===== src/rtl/mem_arbiter_pkg.sv =====
// Shared definitions for the I/D main-memory arbiter: FSM state encodings,
// owner encodings and the alternating-priority winner select.
package mem_arbiter_pkg;

   typedef enum logic [1:0] {
      IDLE  = 2'd0,
      ISSUE = 2'd1,
      WAIT  = 2'd2,
      DONE  = 2'd3
   } arbState_e;

   typedef enum logic {
      OWN_I = 1'b0,
      OWN_D = 1'b1
   } owner_e;

   // With both sides asking, the side that did not win last time goes next;
   // a lone requester always wins.
   function automatic owner_e pickWinner(input logic iCand, input logic dCand,
                                         input owner_e lastGrant);
      if (iCand && dCand)
         return (lastGrant == OWN_I) ? OWN_D : OWN_I;
      else if (dCand)
         return OWN_D;
      else
         return OWN_I;
   endfunction

endpackage


===== src/rtl/mem_arbiter_if.sv =====
// Bundle of the fetch-side, data-side and memory-side signals of the arbiter.
// slave  : the arbiter itself.
// master : requesters plus the memory model driving the arbiter.
interface mem_arbiter_if #(
   parameter int AW = 16,
   parameter int DW = 16
);
   logic          i_req;
   logic [AW-1:0] i_addr;
   logic          i_done;
   logic [DW-1:0] i_rdata;
   logic          i_stall;

   logic          d_req;
   logic          d_wr;
   logic [AW-1:0] d_addr;
   logic [DW-1:0] d_wdata;
   logic          d_done;
   logic [DW-1:0] d_rdata;
   logic          d_stall;

   logic          mem_rd;
   logic          mem_wr;
   logic [AW-1:0] mem_addr;
   logic [DW-1:0] mem_wdata;
   logic [DW-1:0] mem_rdata;

   modport slave (
      input  i_req, i_addr, d_req, d_wr, d_addr, d_wdata, mem_rdata,
      output i_done, i_rdata, i_stall, d_done, d_rdata, d_stall,
             mem_rd, mem_wr, mem_addr, mem_wdata
   );

   modport master (
      output i_req, i_addr, d_req, d_wr, d_addr, d_wdata, mem_rdata,
      input  i_done, i_rdata, i_stall, d_done, d_rdata, d_stall,
             mem_rd, mem_wr, mem_addr, mem_wdata
   );
endinterface


===== src/rtl/mem_arbiter_lat_counter.sv =====
// Loadable down-counter that times the memory latency. last flags cnt==1,
// the final WAIT cycle before the result is ready.
module mem_arbiter_lat_counter #(
   parameter int MEM_LAT = 4,
   localparam int CW     = $clog2(MEM_LAT + 1)
) (
   input  logic          clk,
   input  logic          rst,
   input  logic          load,
   input  logic [CW-1:0] loadVal,
   input  logic          dec,
   output logic          last
);
   logic [CW-1:0] cnt;

   // Load wins over decrement; the count never wraps below zero.
   always_ff @(posedge clk) begin
      if (rst)
         cnt <= '0;
      else if (load)
         cnt <= loadVal;
      else if (dec && (cnt != '0))
         cnt <= cnt - 1'b1;
   end

   assign last = (cnt == CW'(1));
endmodule


===== src/rtl/mem_arbiter.sv =====
// Unified main-memory arbiter between fetch (read-only) and memory stage
// (read/write). One access in flight at a time; alternating priority on
// conflict; per-side done pulse and stall.
module mem_arbiter
   import mem_arbiter_pkg::*;
#(
   parameter int MEM_LAT = 4,
   parameter int AW      = 16,
   parameter int DW      = 16
) (
   input  logic          clk,
   input  logic          rst,
   mem_arbiter_if.slave  bus
);
   localparam int            CW       = $clog2(MEM_LAT + 1);
   localparam logic [CW-1:0] LOAD_VAL = CW'(MEM_LAT - 1);

   arbState_e     state, nextState;
   owner_e        owner, lastGrant, winner;
   logic [AW-1:0] latAddr;
   logic [DW-1:0] latWdata;
   logic          latWr;

   logic          iCand, dCand, grant;
   logic          cntLoad, cntDec, cntLast;
   logic          issueCyc, doneCyc;

   mem_arbiter_lat_counter #(.MEM_LAT(MEM_LAT)) latCnt (
      .clk     (clk),
      .rst     (rst),
      .load    (cntLoad),
      .loadVal (LOAD_VAL),
      .dec     (cntDec),
      .last    (cntLast)
   );

   // In DONE the owner's request is still up from the finishing access, so it
   // is masked; if it is really a new access it is seen again from IDLE.
   always_comb begin
      iCand  = bus.i_req && !((state == DONE) && (owner == OWN_I));
      dCand  = bus.d_req && !((state == DONE) && (owner == OWN_D));
      winner = pickWinner(iCand, dCand, lastGrant);
   end

   // Next-state and counter control.
   always_comb begin
      nextState = state;
      grant     = 1'b0;
      cntLoad   = 1'b0;
      cntDec    = 1'b0;
      unique case (state)
         IDLE: begin
            if (iCand || dCand) begin
               grant     = 1'b1;
               nextState = ISSUE;
            end
         end
         ISSUE: begin
            cntLoad   = 1'b1;
            nextState = (MEM_LAT > 1) ? WAIT : DONE;
         end
         WAIT: begin
            cntDec = 1'b1;
            if (cntLast)
               nextState = DONE;
         end
         DONE: begin
            if (iCand || dCand) begin
               grant     = 1'b1;
               nextState = ISSUE;
            end else begin
               nextState = IDLE;
            end
         end
         default: nextState = IDLE;
      endcase
   end

   // State register plus the latched request of the granted side; the latch
   // is only written on a grant so later input changes are ignored.
   always_ff @(posedge clk) begin
      if (rst) begin
         state     <= IDLE;
         owner     <= OWN_I;
         lastGrant <= OWN_I;
         latAddr   <= '0;
         latWdata  <= '0;
         latWr     <= 1'b0;
      end else begin
         state <= nextState;
         if (grant) begin
            owner     <= winner;
            lastGrant <= winner;
            if (winner == OWN_D) begin
               latAddr  <= bus.d_addr;
               latWdata <= bus.d_wdata;
               latWr    <= bus.d_wr;
            end else begin
               latAddr  <= bus.i_addr;
               latWdata <= '0;
               latWr    <= 1'b0;
            end
         end
      end
   end

   // Commands and done pulses are masked while rst is high so an abort never
   // leaks a pulse during the reset cycle itself.
   assign issueCyc      = (state == ISSUE) && !rst;
   assign doneCyc       = (state == DONE)  && !rst;

   assign bus.mem_rd    = issueCyc && !latWr;
   assign bus.mem_wr    = issueCyc &&  latWr;
   assign bus.mem_addr  = latAddr;
   assign bus.mem_wdata = latWdata;

   assign bus.i_done    = doneCyc && (owner == OWN_I);
   assign bus.d_done    = doneCyc && (owner == OWN_D);
   assign bus.i_rdata   = bus.i_done ? bus.mem_rdata : '0;
   assign bus.d_rdata   = (bus.d_done && !latWr) ? bus.mem_rdata : '0;

   assign bus.i_stall   = bus.i_req && !bus.i_done;
   assign bus.d_stall   = bus.d_req && !bus.d_done;
endmodule


===== src/flat_wrapper.sv =====
// flat-port wrapper written by rule: the top's interface ports become plain ports
module mem_arbiter_flat import mem_arbiter_pkg::*;
#(
   parameter int MEM_LAT = 4,
   parameter int AW      = 16,
   parameter int DW      = 16
)
  (clk, rst, bus_i_req, bus_i_addr, bus_d_req, bus_d_wr, bus_d_addr, bus_d_wdata, bus_mem_rdata, bus_i_done, bus_i_rdata, bus_i_stall, bus_d_done, bus_d_rdata, bus_d_stall, bus_mem_rd, bus_mem_wr, bus_mem_addr, bus_mem_wdata);
  mem_arbiter_if #(.AW(AW), .DW(DW)) bus_i ();
  input  logic clk;
  input  logic rst;
  input wire logic [$bits(bus_i.i_req)-1:0] bus_i_req;
  input wire logic [$bits(bus_i.i_addr)-1:0] bus_i_addr;
  input wire logic [$bits(bus_i.d_req)-1:0] bus_d_req;
  input wire logic [$bits(bus_i.d_wr)-1:0] bus_d_wr;
  input wire logic [$bits(bus_i.d_addr)-1:0] bus_d_addr;
  input wire logic [$bits(bus_i.d_wdata)-1:0] bus_d_wdata;
  input wire logic [$bits(bus_i.mem_rdata)-1:0] bus_mem_rdata;
  output wire logic [$bits(bus_i.i_done)-1:0] bus_i_done;
  output wire logic [$bits(bus_i.i_rdata)-1:0] bus_i_rdata;
  output wire logic [$bits(bus_i.i_stall)-1:0] bus_i_stall;
  output wire logic [$bits(bus_i.d_done)-1:0] bus_d_done;
  output wire logic [$bits(bus_i.d_rdata)-1:0] bus_d_rdata;
  output wire logic [$bits(bus_i.d_stall)-1:0] bus_d_stall;
  output wire logic [$bits(bus_i.mem_rd)-1:0] bus_mem_rd;
  output wire logic [$bits(bus_i.mem_wr)-1:0] bus_mem_wr;
  output wire logic [$bits(bus_i.mem_addr)-1:0] bus_mem_addr;
  output wire logic [$bits(bus_i.mem_wdata)-1:0] bus_mem_wdata;
  assign bus_i.i_req = bus_i_req;
  assign bus_i.i_addr = bus_i_addr;
  assign bus_i.d_req = bus_d_req;
  assign bus_i.d_wr = bus_d_wr;
  assign bus_i.d_addr = bus_d_addr;
  assign bus_i.d_wdata = bus_d_wdata;
  assign bus_i.mem_rdata = bus_mem_rdata;
  assign bus_i_done = bus_i.i_done;
  assign bus_i_rdata = bus_i.i_rdata;
  assign bus_i_stall = bus_i.i_stall;
  assign bus_d_done = bus_i.d_done;
  assign bus_d_rdata = bus_i.d_rdata;
  assign bus_d_stall = bus_i.d_stall;
  assign bus_mem_rd = bus_i.mem_rd;
  assign bus_mem_wr = bus_i.mem_wr;
  assign bus_mem_addr = bus_i.mem_addr;
  assign bus_mem_wdata = bus_i.mem_wdata;
  mem_arbiter #(.MEM_LAT(MEM_LAT), .AW(AW), .DW(DW)) u_core (.clk(clk), .rst(rst), .bus(bus_i));
endmodule

===== config.mk =====
export PLATFORM = sky130hd
export DESIGN_NAME = mem_arbiter_flat
export DESIGN_NICKNAME = d
export VERILOG_FILES = /design/src/rtl/mem_arbiter_pkg.sv /design/src/rtl/mem_arbiter_if.sv /design/src/rtl/mem_arbiter_lat_counter.sv /design/src/rtl/mem_arbiter.sv /design/src/flat_wrapper.sv
export SDC_FILE = /design/constraint.sdc
export NUM_CORES = 1
export LEC_CHECK = 0
export CAP_MARGIN = 20
export CORE_MARGIN = 4
export CORE_UTILIZATION = 39
export CTS_BUF_LIST = sky130_fd_sc_hd__clkbuf_4 sky130_fd_sc_hd__clkbuf_8 sky130_fd_sc_hd__clkbuf_16
export CTS_CLUSTER_SIZE = 16
export DETAILED_ROUTE_END_ITERATION = 8
export HOLD_SLACK_MARGIN = 0.05
export PLACE_DENSITY = 0.87
export SLEW_MARGIN = 0
export SYNTH_ARGS = -nofsm -noshare
export SYNTH_HDL_FRONTEND = slang
export SYNTH_SLANG_ARGS = --single-unit

===== constraint.sdc =====
create_clock -name clk -period 3.2 [get_ports clk]
set_input_delay 0.48 -clock clk [delete_from_list [all_inputs] [get_ports clk]]
set_output_delay 0.48 -clock clk [all_outputs]
set_load 0.02 [all_outputs]

# After elaboration in Yosys (flattened, before gate mapping)
# Cells that the tools add are included.
# totals
reg_bits	39
out_inout_bits	70
in_bits	69
# classes
reduce_logical	28
n_eq_ne	6
addsub	1
bitwise	1
mux	18
# ops
operator	count
two-way mux 16 bit	4
logical AND 1 bit	15
two-way mux 1 bit	9
two-way mux 2 bit	4
case mux 2 bit (4 select lines)	1
logical NOT 1 bit	6
== test 2 bit (second input constant)	2
!= test 2 x 1 -> 1 bit (second input constant)	2
OR reduction 2 bit	2
== test 3 x 1 -> 1 bit (second input constant)	1
nonzero test 3 bit	1
subtractor 3 x 1 -> 3 bit (second input constant)	1
== test 2 x 1 -> 1 bit (second input constant)	1
logical NOT 2 bit	1
AND reduction 2 bit	1
nonzero test 2 bit	1
logical OR 1 bit	1
inverter 1 bit	1

# Logic depth before layout (Yosys ltp)
# Gate-level depths: netlist of the first run.
# logic_depth
word_depth	7
depth_mapped	7

# Hierarchy
# From an unflattened synthesis of the first run, not the netlist that was laid out.
# hier_totals
cells_unflattened	248
hier_area_um2	2108.3
# by_module_without_submodules
mod	seq_area_each_um2	cells_each	area_per_inst_um2	instances
mem_arbiter	720.7	223	1866.8	1
mem_arbiter_lat_counter	60.1	25	241.5	1

# Least setup slack after synthesis of the first run
# No wires, ideal clock.
# synth_path
path_type	register to output
from	register u_core.state[1]
to	output bus_i_rdata[10]
t_required_ns	2.720
n_path_buf	2
arrival_ns	1.809
stages_incl_launch_ff	6
path_slack_ns	0.911
path_cell_list	dfxtp_1 ha_1 clkbuf_2 nor3b_1 clkbuf_1 and2_1
# synth_via
elab_chain_len	4
# synth_rtl
item	line_no	source
from (decl)	mem_arbiter.sv:18	arbState_e state, nextState;
from (signal assigned)	mem_arbiter.sv:90	state <= nextState;
== test 2 bit	mem_arbiter.sv:110	assign doneCyc = (state == DONE) && !rst;
logical AND 1 bit	mem_arbiter.sv:110	
logical AND 1 bit	mem_arbiter.sv:117	assign bus.i_done = doneCyc && (owner == OWN_I);
net bus_i_done	flat_wrapper.sv:19	output wire logic [$bits(bus_i.i_done)-1:0] bus_i_done;
two-way mux 16 bit	mem_arbiter.sv:119	assign bus.i_rdata = bus.i_done ? bus.mem_rdata : '0;
to (decl)	flat_wrapper.sv:20	output wire logic [$bits(bus_i.i_rdata)-1:0] bus_i_rdata;
# The timed path passes the listed nets, and every way through them passes these cells.

# Worst setup path in the final report of the first run
# layout_path
from	register u_core.state[1]
to	output bus_d_rdata[3]
# layout_via
elab_chain_len	5
# layout_rtl
item	line_no	source
== test 2 bit	mem_arbiter.sv:110	
logical AND 1 bit	mem_arbiter.sv:110	
logical AND 1 bit	mem_arbiter.sv:118	assign bus.d_done = doneCyc && (owner == OWN_D);
logical AND 1 bit	mem_arbiter.sv:120	assign bus.d_rdata = (bus.d_done && !latWr) ? bus.mem_rdata : '0;
two-way mux 16 bit	mem_arbiter.sv:120	
to (decl)	flat_wrapper.sv:23	output wire logic [$bits(bus_i.d_rdata)-1:0] bus_d_rdata;
# No other way between the ends.

==> results_dict.tcl, run 1 <==
set metrics [dict create \
    status "complete, no violations" \
    via_per_inst 5.08 \
    placed_cells 421 \
    fmaxAchievable_mhz 361 \
    die_w_um 80.8 \
    worstPathMaxFanout 16 \
    synth_cell_types 37 \
    fin_crit_ns 2.77 \
    placement.io_buffers 138 \
    synth_largest_area_cell "dfxtp_1" \
    antenna_cells 0 \
    layout-drive-gt1-share_pct 12.8 \
    nFillCells 420 \
    dr.pass1.iters 4 \
    hold_violations 0 \
    drtIter0Drc 65 \
    leakagePower_nw 1.38 \
    synth-edff-count 0 \
    critPathTopFamily "buffers and inverters" \
    area_delta_synth_final_pct 75.4 \
    maxCapViolCount 0 \
    drc_errors 0 \
    post-cts-setup-buffer-count 0 \
    worstSkewPairLatency_ns 0.28 \
    io_pins 139 \
    synth_fp_nets 297 \
    ys_async_sr_fraction_pct 0 \
    cts_sinks 39 \
    p_per_area_nw_per_um2 711 \
    setup_viol_count_final 0 \
    clock_skew_ns 0.00573 \
    tritoncts "built" \
    post-route-util_pct 70.9 \
    drt-total-wl_um 6910 \
    dp_hpwl_um 5430 \
    multi_input_comb_area_um2 1160 \
    hold_path.class "register to register" \
    preCtsSetupSlack_ns 0.543 \
    setup-tns-final_ns 0 \
    worst_setup_path_start_kind "register" \
    ys_ff_latch 39 \
    seqCellArea_um2 781 \
    grt_overflow 0 \
    tightest_slew_ns 0.720 \
    synth.top_cell.area_share_pct 37.8 \
    wl_per_cell_um 16.1 \
    synth_area_leaders "dfxtp_1 (38%), a311oi_2 (10%), and2_1 (10%), a22o_1 (7.2%), ha_1 (4.2%)" \
    ys_seq_area_share_pct 37.8 \
    instances_no_fill 429 \
    cp.arrival_ns 2.29 \
    crit_path_end_kind "primary output" \
    maxSlewViolCount 0 \
    core_area_um2 5110 \
    crit_required_ns 2.72 \
    hold_ws_ns 0.482 \
    grt_usage_pct 21.4 \
    ir_drop_uv 331 \
    placed_cell_area_um2 3500 \
    slowest_delay_ns 0.61 \
    rsz0062_at_grt "no" \
    synth_most_common_cell "dfxtp_1" \
    yosysWarningCount 0 \
    grt_pass1_vias 2388 \
    crit_buf_inv 2 \
    ctsRootBufferMaster "clkbuf_8" \
    dieHeight_um 80.8 \
    fin_ws_ns 0.432 \
    detail-route-antenna-nets 0 \
    syn_inst 221 \
    grt_pass1_wl_um 11000 \
    num_rows 26 \
    cts_buffer_depth 2 \
    slowest_stage "clkdlybuf4s50_1" \
    grt_antenna_before_repair 0 \
    slew_headroom_pct 51.9 \
    grt_start_max_net_pins 29 \
    design_area_um2 3620 \
    cts_buffers 5 \
    htreeDepth 2 \
    syn-cell-area_um2 2060 \
    postCtsHoldBufs 0 \
    num_vias 2179 \
    crit_chain "ha_1 > nand3b_1 > nor2_1 > buf_4 > and2_1 > clkdlybuf4s50_1" \
    synth_top_flop_cell "dfxtp_1" \
    fin_crit_sh_pct 86.5 \
    avgSynthCellArea_um2 9.34 \
    cts_resized 0 \
    power.total_mw 2.58 \
    gp_congestion 0.875 \
    die_area_um2 6520 \
    path_clk_slew_ns 0.08 \
    start_util_pct 40.4 \
    path_class "register to primary output" \
    fin_nets 434 \
    yosys-top-cells-count "dfxtp_1 (39), and2_1 (33), a22o_1 (17)" \
]
==> layer usage <==
| metal | up-vias | part of all wire, % | track usage [%] |
|---|---|---|---|
| li1 | 1052 | - | - |
| met1 | 1009 | 37 | 21.9 |
| met2 | 110 | 51 | 40.4 |
| met3 | 8 | 10 | 8.20 |
| met4 | 0 | 1.4 | 5.74 |
| met5 | - | 0 | 0 |
==> layout by cell type (no fill, tap or decap) <==
cell type	n
a211oi_4	1
a21oi_1	5
a22o_1	17
a311oi_1	3
a311oi_2	14
a32o_1	1
and2_1	33
buf_4	8
bufinv_16	1
clkbuf_8	6
clkdlybuf4s50_1	138
clkinv_2	1
dfxtp_1	39
ha_1	7
inv_1	8
mux2_2	1
mux2i_1	1
nand2_1	16
nand2_2	1
nand2b_1	3
nand3_1	16
nand3b_1	1
nor2_1	9
nor2_2	11
nor2b_1	3
nor3_1	3
nor3_4	1
nor3b_1	2
o211ai_1	1
o21ai_0	2
o21ai_2	1
o31ai_1	1
o41ai_1	1
or4_1	1
xnor2_1	1
xor2_1	1
==> state kept, by name, summed over array words and instances, names as in the netlist <==
signal / count
u_core.latWr: 1
u_core.bus.mem_wdata: 16
u_core.latCnt.cnt: 3
u_core.bus.mem_addr: 16
u_core.owner: 1
u_core.state: 2
==> power by group <==
group / total [mW] / internal [mW] / switching, mW
clock network: 0.422 / 0.252 / 0.170
logic: 1.39 / 0.643 / 0.745
registers: 0.766 / 0.655 / 0.111
total: 2.58 / 1.55 / 1.03
==> kinds of logic after synthesis <==
kind of cell,count (synthesis),share of synthesized area [%]
fa+ha+maj,7,4.24
flops,39,37.8
compound gates,47,23.4
buf+inv,24,5.82
simple gates,100,26.8
mux,2,1.03
xor+xnor,2,0.849
==> cell type report <==
type	instances	share of cell area (%)
Clock buffer	6	2.28
Clock inverter	2	0.968
Inverter	8	0.829
Multi-Input combinational cell	158	32.1
Sequential cell	39	21.6
Tap cell	70	2.42
Timing Repair Buffer	146	39.8
==> path summary, 6_finish.rpt <==
kind	from	slack [ns]	to	cells after the start
setup / recovery	u_core.state[1]	0.43	bus_d_rdata[3]	6
hold / removal	u_core.bus.mem_wdata[6]	0.48	u_core.bus.mem_wdata[6]	1
setup reg to reg	u_core.state[1]	1.16	u_core.bus.mem_wdata[9]	5
hold reg to reg	u_core.bus.mem_wdata[6]	0.48	u_core.bus.mem_wdata[6]	1
No activity file was read; power rests on OpenSTA's default activity.
==> run 2: changes to the inputs <==
- CAP_MARGIN: 20 -> 0
- CELL_PAD_IN_SITES_DETAIL_PLACEMENT: unset -> 0
- CELL_PAD_IN_SITES_GLOBAL_PLACEMENT: unset -> 1
- CORE_UTILIZATION: 39 -> 27
- PLACE_DENSITY: 0.87 -> unset
- PLACE_DENSITY_LB_ADDON: unset -> 0.1
==> run 2 against run 1 <==
Compared with the run above:
- combinational power about the same
- fmax is essentially flat
- first-iteration DRC count increased by 14%
- global-route usage shrank 7.4 points
- largest power group unchanged
==> results_dict.tcl, run 2 (same netlist as run 1, synthesis figures left out) <==
set metrics [dict create \
    p_per_area_nw_per_um2 676 \
    cts_buffer_depth 2 \
    instances_no_fill 457 \
    maxSlewViolCount 0 \
    path_clk_slew_ns 0.08 \
    rrSetupSlack_ns 1.18 \
    grt_start_max_net_pins 21 \
    placement.io_buffers 138 \
    layout-drive-gt1-share_pct 12.6 \
    status "complete, no violations" \
    cts_resized 0 \
    hold_path.class "register to register" \
    endpoint "bus_d_rdata[14]" \
    r2r_cells 5 \
    preCtsSetupSlack_ns 0.494 \
    crit_start "u_core.state[1]" \
    r2r_start "u_core.state[1]" \
    io_pins 139 \
    clock_skew_ns 0.00643 \
    detail-route-antenna-nets 0 \
    slew_headroom_pct 56.8 \
    power.total_mw 2.45 \
    fin_crit_sh_pct 86.5 \
    drtIter0Drc 74 \
    final_common_cell "clkdlybuf4s50_1" \
    drt-total-wl_um 6390 \
    met1_length_um 2660 \
    placed_cells 450 \
    ir_drop_uv 287 \
    fmaxAchievable_mhz 361 \
    post-cts-setup-buffer-count 0 \
    layout_common_cells "clkdlybuf4s50_1 (138), dfxtp_1 (39), and2_1 (33), a22o_1 (17)" \
    wl_met3_um 859 \
    grt_overflow 0 \
    die_area_um2 9110 \
    drc_errors 0 \
    fin_crit_ns 2.77 \
    nFillCells 685 \
    crit_required_ns 2.72 \
    cts_sinks 39 \
    met2_length_um 2800 \
    dieHeight_um 95.4 \
    grt_pass1_wl_um 10100 \
    multi_input_comb_area_um2 1160 \
    cts_buffers 5 \
    grt_usage_pct 14.0 \
    maxCapViolCount 0 \
    cp.arrival_ns 2.29 \
    setup_viol_count_final 0 \
    fin_nets 434 \
    worstSkewPairLatency_ns 0.29 \
    antenna_cells 0 \
    wl_per_cell_um 14.0 \
    leakagePower_nw 1.36 \
    dp_hpwl_um 4860 \
    die_w_um 95.4 \
    setup-tns-final_ns 0 \
    seqCellArea_um2 781 \
    start_util_pct 28.2 \
    post-route-util_pct 49.5 \
    tritoncts "built" \
    num_rows 31 \
    rsz0062_at_grt "no" \
    fin_ws_ns 0.433 \
    top_layer "met4" \
    tightest_slew_ns 0.647 \
    grt_antenna_before_repair 0 \
    area_delta_synth_final_pct 75.7 \
    reg2reg_to "u_core.bus.mem_wdata[6]" \
    hold_ws_ns 0.473 \
    postCtsHoldBufs 0 \
    grt_pass1_vias 2092 \
    worstPathMaxFanout 16 \
    ctsRootBufferMaster "clkbuf_8" \
    gp_congestion 0.706 \
    num_vias 2062 \
    path_class "register to primary output" \
    placed_cell_area_um2 3540 \
    core_area_um2 7330 \
    htreeDepth 2 \
    hold_violations 0 \
    via_per_inst 4.51 \
    worst_setup_path_start_kind "register" \
    crit_path_end_kind "primary output" \
    design_area_um2 3630 \
    dr.pass1.iters 4 \
]
## run 2: power by group
group / total, mW / switching [mW] / internal (mW)
sequential: 0.759 / 0.104 / 0.655
combinational: 1.36 / 0.717 / 0.640
clock: 0.338 / 0.168 / 0.169
total: 2.45 / 0.989 / 1.46
## run 2: worst min path at each step
stage | from | depth (start not counted) | slack (ns) | to
after floorplan | u_core.latWr | 1 | 0.48 | u_core.latWr
after global placement | u_core.bus.mem_wdata[7] | 1 | 0.45 | u_core.bus.mem_wdata[7]
after detailed placement | u_core.bus.mem_wdata[4] | 1 | 0.46 | u_core.bus.mem_wdata[4]
after CTS | u_core.bus.mem_wdata[7] | 1 | 0.48 | u_core.bus.mem_wdata[7]
after global routing | u_core.bus.mem_wdata[7] | 1 | 0.48 | u_core.bus.mem_wdata[7]
final | u_core.bus.mem_wdata[7] | 1 | 0.47 | u_core.bus.mem_wdata[7]
## run 2: layer usage
layer	vias to the layer above	track usage (%)
li1	1054	-
met5	-	0
met3	6	7.26
met2	97	22.5
met4	0	3.91
met1	905	16.3
## run 2: layout make-up
class                   count  area share, %
inverters                   8          0.828
flip-flops and latches     39           21.5
well taps                  99           3.41
clock inverters             1          0.138
repair buffers            146           39.7
multi-input cells         158           32.1
clock buffers               6           2.28
## run 2: worst max-delay path, stage by stage, from the launching register on
cell and delay, ns:
dfxtp_1 0.38, ha_1 0.37, nand3b_1 0.17, nor2_1 0.13, buf_4 0.19, and2_1 0.14
clkdlybuf4s50_1 0.61
==> run 3: changes to the inputs <==
- CORE_UTILIZATION: 27 -> 25
- SYNTH_HIERARCHICAL: unset -> 1
- clock period: 3.2 -> 2.9 ns (I/O delays scaled with it)
==> run 3 against run 2 <==
Compared with the run above:
- global-route usage hardly changed
- sequential share of layout area hardly changed
- clock-buffer cell count is 1 higher
- non-clock buffer count is 3 lower
- hold slack better by 0.025 ns
- cell area is 0.21% higher
- utilization is 5.2 points lower
- area after synthesis is 2.1% higher
- critical path depth stayed put
- final cell count is 6.8% higher
- clock skew hardly changed
- critical path type unchanged
- largest cell class unchanged
- highest routed layer unchanged
==> results_dict.tcl, run 3 <==
set metrics [dict create \
    status "complete, no violations" \
    synth_area_leaders "dfxtp_1 (37%), and2_1 (9.5%), nor2_1 (6.9%), a311oi_1 (6.6%), a22oi_1 (6.1%)" \
    antenna_cells 0 \
    ys_seq_area_share_pct 37.0 \
    worst_setup_path_start_kind "register" \
    path_clk_slew_ns 0.07 \
    area_delta_synth_final_pct 72.4 \
    grt_antenna_before_repair 0 \
    io_pins 139 \
    layout-drive-gt1-share_pct 6.27 \
    yosysWarningCount 6 \
    num_vias 2253 \
    synth_cell_types 42 \
    hold_path.class "register to register" \
    dieHeight_um 99.8 \
    drt-total-wl_um 6950 \
    dr.pass1.iters 4 \
    placement.io_buffers 138 \
    tightest_slew_ns 0.954 \
    slowest_delay_ns 0.60 \
    cp.arrival_ns 2.24 \
    synth_largest_area_cell "dfxtp_1" \
    fin_crit_sh_pct 92.2 \
    ys_ff_latch 39 \
    path_class "register to primary output" \
    tritoncts "built" \
    synth_top_flop_cell "dfxtp_1" \
    setup-tns-final_ns 0 \
    crit_required_ns 2.47 \
    fin_crit_ns 2.67 \
    num_rows 33 \
    seqCellArea_um2 781 \
    die_w_um 99.8 \
    grt_overflow 0 \
    worstSkewPairLatency_ns 0.28 \
    start_util_pct 25.7 \
    placed_cell_area_um2 3550 \
    synth-edff-count 0 \
    multi_input_comb_area_um2 1190 \
    slew_headroom_pct 36.4 \
    rrSetupSlack_ns 0.83 \
    syn-cell-area_um2 2110 \
    maxCapViolCount 0 \
    worstPathMaxFanout 16 \
    crit_path_end_kind "primary output" \
    detail-route-antenna-nets 0 \
    nFillCells 835 \
    syn_inst 248 \
    wl_per_cell_um 14.2 \
    drc_errors 0 \
    r2r_cells 5 \
    ys_async_sr_fraction_pct 0 \
    layout_common_cells "clkdlybuf4s50_1 (137), nor2_1 (39), dfxtp_1 (39), and2_1 (32), nand2_1 (18)" \
    post-cts-setup-buffer-count 0 \
    crit_buf_inv 2 \
    grt_usage_pct 14.0 \
    htreeDepth 2 \
    cts_buffers 5 \
    final_common_cell "clkdlybuf4s50_1" \
    rsz0062_at_grt "no" \
    dp_hpwl_um 5230 \
    setup_viol_count_final 0 \
    via_per_inst 4.62 \
    cp.depth 6 \
    reg2reg_to "u_core/bus.mem_wdata[9]" \
    crit_start "u_core/state[1]" \
    endpoint "bus_d_rdata[3]" \
    fin_nets 459 \
    synth.top_cell.area_share_pct 37.0 \
    crit_chain "ha_1 > nand3b_1 > nor2_1 > buf_4 > and2_1 > clkdlybuf4s50_1" \
    grt_pass1_vias 2259 \
    cts_buffer_depth 2 \
    leakagePower_nw 1.40 \
    p_per_area_nw_per_um2 713 \
    cts_sinks 39 \
    critPathTopFamily "buffers and inverters" \
    avgSynthCellArea_um2 8.50 \
    hold_violations 0 \
    ir_drop_uv 295 \
    yosys-top-cells-count "dfxtp_1 (39), nor2_1 (39), and2_1 (32)" \
    maxSlewViolCount 0 \
    preCtsSetupSlack_ns 0.520 \
    postCtsHoldBufs 0 \
    grt_start_max_net_pins 33 \
    core_area_um2 8220 \
    r2r_start "u_core/state[1]" \
    fmaxAchievable_mhz 374 \
    grt_pass1_wl_um 11300 \
    cts_resized 0 \
    clock_skew_ns 0.00607 \
    die_area_um2 9970 \
    slowest_stage "clkdlybuf4s50_1" \
    gp_congestion 0.769 \
    design_area_um2 3630 \
    fin_ws_ns 0.228 \
    drtIter0Drc 101 \
    ctsRootBufferMaster "clkbuf_8" \
]
-- run 3: changes by cell type in the layout (fill, tap and decap cells not counted), sizes merged, moves of 2 or more --
cell,change
a22oi,+17
o221ai,+2
nor3,-2
nor2,+19
nand2,+2
and3,+2
a22o,-17
buf,-2
a21boi,+2
conb,+3
-- run 3: worst min path at each step --
stage,from,endpoint,slack [ns],cells after the start
final,u_core/bus.mem_addr[3],u_core/bus.mem_addr[3],0.50,2
after floorplan,rst,u_core/latCnt/cnt[2],0.51,1
after global routing,u_core/bus.mem_addr[3],u_core/bus.mem_addr[3],0.52,2
after global placement,u_core/bus.mem_addr[8],u_core/bus.mem_addr[8],0.48,2
after CTS,u_core/bus.mem_addr[3],u_core/bus.mem_addr[3],0.50,2
after detailed placement,u_core/bus.mem_addr[3],u_core/bus.mem_addr[3],0.49,2
-- run 3: cells by family after synthesis --
logic type | count (synthesis) | share of synthesized area [%]
and+or+nand+nor | 123 | 30.0
other | 2 | 0.356
adders and majority gates | 8 | 4.75
muxes | 1 | 0.475
buffers and inverters | 26 | 6.88
DFF | 39 | 37.0
AOI/OAI and AO/OA | 49 | 20.5
-- run 3: power by group --
part           internal (mW)  switching (mW)  leakage [nW]
combinational          0.626           0.779          1.03
sequential             0.707           0.108         0.322
clock                  0.188           0.182        0.0491
total                   1.52            1.07          1.40
-- run 3: worst reg2reg max path: stages, from the launching register on --
cell and delay (ns):
dfxtp_1 0.40, ha_1 0.37, a21boi_2 0.13, o221ai_2 0.77, a22oi_1 0.21, nor2_1 0.13
-- run 3: stage by stage --
| step | hold WS (ns) | util [%] | instances | total power [mW] |
|---|---|---|---|---|
| final | 0.498 | 44.2 | 488 | 2.59 |
| after global routing | 0.519 | 44.2 | 488 | 2.81 |
| after CTS | 0.502 | 44.2 | 488 | 2.63 |
| after detailed placement | 0.491 | 43.2 | 480 | 2.25 |
| after global placement | 0.485 | 43.2 | 480 | 2.24 |
| after floorplan | 0.514 | - | 249 | 1.77 |
-- run 3: final cells by class --
class / instances / share of cell area (%)
clock inverter: 1 / 0.138
timing repair buffer: 143 / 38.9
tap: 105 / 3.61
multi-input combinational: 184 / 32.6
sequential: 39 / 21.5
clock buffer: 7 / 2.31
inverter: 9 / 0.929
-- run 3: layer usage --
layer  part of all wire (%)  track usage, %  vias to the layer above
met4                    1.2            4.41                        0
met1                     44            17.9                     1017
met2                     45            22.8                       96
met5                      0               0                        -
li1                       -               -                     1133
met3                    9.2            4.17                        7
